[config.mk]
export PLATFORM = sky130hd
export DESIGN_NAME = t_mod_counter
export DESIGN_NICKNAME = d
export VERILOG_FILES = /design/src/rtl/t_counter_pkg.sv /design/src/rtl/t_ff.sv /design/src/rtl/t_mod_counter.sv
export SDC_FILE = /design/constraint.sdc
export NUM_CORES = 1
export LEC_CHECK = 0
export ABC_AREA = 0
export CORE_MARGIN = 2
export CORE_UTILIZATION = 40
export DETAILED_ROUTE_END_ITERATION = 16
export PLACE_DENSITY = 0.67
export SETUP_SLACK_MARGIN = 0.4
export SLEW_MARGIN = 0
export SYNTH_ARGS = -nofsm -noshare
export SYNTH_HDL_FRONTEND = slang
export SYNTH_SLANG_ARGS = --single-unit
[constraint.sdc]
create_clock -name CLK -period 2.3 [get_ports CLK]
set_input_delay 0.46 -clock CLK [delete_from_list [all_inputs] [get_ports CLK]]
set_output_delay 0.46 -clock CLK [all_outputs]
set_load 0.01 [all_outputs]
[src/rtl/t_counter_pkg.sv]
// Shared constants for the T flip-flop based modulo counter.
package t_counter_pkg;

    localparam int T_DEFAULT_WIDTH = 8;

    localparam logic DIR_UP   = 1'b1;
    localparam logic DIR_DOWN = 1'b0;

endpackage

[src/rtl/t_ff.sv]
// Single-bit toggle flip-flop with asynchronous active-low reset.
module t_ff (
    input  logic clk,
    input  logic rst_n,
    input  logic t,
    output logic q
);

    always_ff @(posedge clk or negedge rst_n) begin
        if (!rst_n)
            q <= 1'b0;
        else if (t)
            q <= ~q;
    end

endmodule

[src/rtl/t_mod_counter.sv]
// Up/down modulo-(MAX+1) counter built from T flip-flops, with parallel load.
// Define T_COUNTER_SATURATE_EN to hold at the end value instead of wrapping.
module t_mod_counter
    import t_counter_pkg::*;
#(
    parameter int               WIDTH = T_DEFAULT_WIDTH,
    parameter logic [WIDTH-1:0] MAX   = {WIDTH{1'b1}}
) (
    input  logic             CLK,
    input  logic             Reset,
    input  logic             T,
    input  logic             Up,
    input  logic             Load,
    input  logic [WIDTH-1:0] D,
    output logic [WIDTH-1:0] Q,
    output logic             TC,
    output logic             Wrap
);

    logic             at_end;
    logic             wrap_next;
    logic [WIDTH-1:0] next_q;
    logic [WIDTH-1:0] toggle;

    assign at_end = (Up == DIR_UP) ? (Q == MAX) : (Q == '0);
    assign TC     = T & at_end;

    // All next values, including load and the modulus wrap, funnel through next_q.
    always_comb begin
        next_q    = Q;
        wrap_next = 1'b0;
        if (Load) begin
            next_q = (D > MAX) ? MAX : D;
        end else if (T) begin
            if (at_end) begin
`ifdef T_COUNTER_SATURATE_EN
                next_q = Q;
`else
                next_q    = (Up == DIR_UP) ? '0 : MAX;
                wrap_next = 1'b1;
`endif
            end else begin
                next_q = (Up == DIR_DOWN) ? Q - 1'b1 : Q + 1'b1;
            end
        end
    end

    assign toggle = next_q ^ Q;

    for (genvar i = 0; i < WIDTH; i++) begin : g_bit
        t_ff u_bit (
            .clk  (CLK),
            .rst_n(Reset),
            .t    (toggle[i]),
            .q    (Q[i])
        );
    end

    always_ff @(posedge CLK or negedge Reset) begin
        if (!Reset)
            Wrap <= 1'b0;
        else
            Wrap <= wrap_next;
    end

endmodule

==> summary.txt <==
Floorplanning
  – FP Rows: 16
  – I/O pin count: 23
  – Die X: roughly 49 microns
  – DIE HEIGHT: 49.4 microns
  – Initial Util: 0.424
  – Die ar.: between 2000 and 2500 sq um
  – Core area: 1940 sq um

Yosys
  – Synth Register Bits: 9
  – Synth Net Count: 117
  – Mapped Area: around 820 sq um
  – Yosys warning total: 0
  – Mean Syn Cell Area: ~8.5 sq um
  – Yosys cell types: 35
  – Async set-or-reset flop fraction in the synthesized netlist: 1.00
  – Most used DFF post-synth: dfrtp_1
  – Mapped Cells: between 90 and 100
  – Seq/Total Area, Yosys: 0.274
  – EDFF count, synth: 0

Drt
  – Vias: between 900 and 1000
  – # DRC: 0
  – Router iterations before antenna repair: 4
  – Vias per cell: 5.82
  – Avg WL per Cell: 16.6 microns
  – Post-route ant nets: 0
  – 1st-iter DRT viols: 30
  – Final WL: between 2 and 3 mm

STA
  – Skew final: a little over 0.9 ps
  – Final hold violations: 0
  – Fmax: slightly above 500 MHz
  – Setup ws final: about 320 ps
  – Unrepaired setup endpoints after global routing: yes
  – Final Cycle Share: 0.863
  – Slew Limit Fails: 0
  – Worst slew pin tran: about 420 ps
  – Slew HR: 0.717
  – Min Clock Period, post-route: between 1500 and 2000 ps
  – # setup viols final: 0

Final layout
  – Cell Count, Final, Fillers Out: ~170
  – Ratio of cells with drive above 1 in the final layout: 0.403
  – Diode count: 0
  – Filler instances: 139
  – Most common cell after layout, fill and taps aside: buf_4
  – Net count, final: about 170
  – Leading cell types in the layout, fill and taps excluded: buf_4 (28), clkdlybuf4s50_1 (20), a21oi_1 (7)
  – Area Growth Syn to Fin: 69.8%

Worst setup path
  – Crit start category: flip-flop
  – Crit-path max FO: 5
  – Crit end category: output pin
  – Worst reg2reg setup slack: 420 ps
  – CP Class: flip-flop to output pin
  – Family with the most delay on the worst path: simple AND/OR/NAND/NOR gates
  – Max incr delay on CP: 450 ps
  – Reg2Reg Depth: 9
  – Worst path required time: 1840 ps
  – Slowest stage cell, crit path: dfrtp_2
  – Worst path bufs/invs: 1
  – Crit path cell chain: nor4_4, nand3_2, a21oi_4, buf_2
  – FF-to-FF End: g_bit[6].u_bit.q
  – Arrival time worst endpoint: approximately 1500 ps
  – Reg2reg start: g_bit[0].u_bit.q

Run status
  – Status: finished, final reports clean

Global route
  – Gr usage total: 0.228
  – Grt ovf: 0
  – Initial antenna violation count: 0
  – Largest net degree at the start of global routing: 11
  – Vias in the first global route: a little under 1000
  – First-pass GRT wire length: between 4 and 5 mm

CTS
  – Sink Count: 9
  – Clock buffer depth: 2
  – Worst skew pair latency: 260 ps
  – TritonCTS buffer count: 3
  – CTS root buffer: clkbuf_4
  – H-tree depth: 1
  – Hold buffers post-CTS: 0
  – Clk pin slew, worst setup/hold paths: about 60 ps
  – TritonCTS clock tree: done

Placed design
  – Placed insts: roughly 160
  – PortBufs: 22
  – Place WS: -313 ps
  – HPWL Detailed: roughly 1.7 mm
  – RePlAce Congestion: ~0.85

Min path
  – Min-Delay Path Class: input port to asynchronous set/reset pin

Power
  – Lkg Pwr: just over 0.6 nW
  – Pwr/cell area: around 600 nW/um^2
  – Worst VDD drop: 365 uV

Run
  – Max capacitance violation total: 0
-- worst reg2reg max path, cell delays in order (launching register included) --
cell and delay, ps:
dfrtp_1 400, buf_6 130, inv_2 40, fa_2 400, nor2b_1 130, o21a_1 170, o21ai_2 60, buf_4 140
mux2i_1 110, a222oi_1 200
-- kinds of logic (layout without fill, tap and decap cells) --
group / after synthesis / in the layout / synth area share
AO/OA/AOI/OAI: 31 / 31 / 0.260
AND/OR/NAND/NOR: 29 / 29 / 0.179
buffers and inverters: 15 / 62 / 0.106
flip-flops: 9 / 9 / 0.274
adder cells (fa/ha/maj): 7 / 7 / 0.116
XOR/XNOR: 5 / 5 / 0.0532
multiplexers: 1 / 1 / 0.0122
-- layer usage --
metal / up-vias / wire, microns / GRT usage
met2: 52 / 1460 / 0.405
met4: 0 / 93 / 0.105
met5: - / 0 / 0
met1: 485 / 1100 / 0.258
met3: 15 / 189 / 0.0460
li1: 443 / - / -
-- through the flow --
stage	total power, mW	utilization	hold slack, ps	TNS, ps	area, sq um
3_3_place_gp	0.584	0.599	627	-1190	1160
6_report	0.838	0.720	498	0	1400
4_1_cts	0.759	0.668	509	0	1300
3_5_place_dp	0.589	0.599	634	-1470	1160
2_1_floorplan	0.433	-	164	0	823
5_1_grt	0.886	0.720	531	0	1400
-- Yosys cell counts, drive strengths merged, types with 3 or more instances --
| library cell | count | area, sq um |
|---|---|---|
| and3 | 3 | 18.8 |
| xor2 | 3 | 26.3 |
| nand2 | 6 | 22.5 |
| nor2 | 7 | 26.3 |
| dfrtp | 9 | 225 |
| a21oi | 10 | 50.1 |
| o21ai | 5 | 25.0 |
| buf | 9 | 65.1 |
| ha | 6 | 75.1 |
| inv | 5 | 18.8 |
| nand3 | 4 | 20.0 |
| o21a | 3 | 22.5 |
-- where the power goes --
part | leakage [nW] | internal, mW | switching [mW]
Clock | 0.0150 | 0.0668 | 0.0548
Sequential | 0.103 | 0.183 | 0.0296
Combinational | 0.491 | 0.276 | 0.228
Total | 0.610 | 0.526 | 0.312
-- area by class of cell --
class / count / area (sq um) / share of cell area
multi-input combinational: 73 / 634 / 0.454
timing repair buffer: 52 / 443 / 0.317
inverter: 6 / 30.0 / 0.0215
sequential: 9 / 230 / 0.165
tap: 27 / 33.8 / 0.0242
clock buffer: 4 / 26.3 / 0.0188
-- sequential cells by signal (all words and copies together) (netlist names) --
register and count:
g_bit.u_bit.q 8, Wrap 1
-- worst max path at each step --
stage / startpoint / end / slack, ps / cells after the start
2_1_floorplan: Up / g_bit[7].u_bit.q / 430 / 7
3_3_place_gp: Up / TC / -270 / 6
3_5_place_dp: Up / TC / -310 / 5
4_1_cts: g_bit[2].u_bit.q / TC / 360 / 4
5_1_grt: g_bit[2].u_bit.q / TC / 290 / 4
6_report: g_bit[2].u_bit.q / TC / 320 / 4
-- repair_timing --
item                       4_1_cts  5_1_grt
setup endpoints to repair        7        5
resized for setup               22       17
pin swaps                        6        9
buffers inserted                 7        3
(Power assumes the default switching activity.)
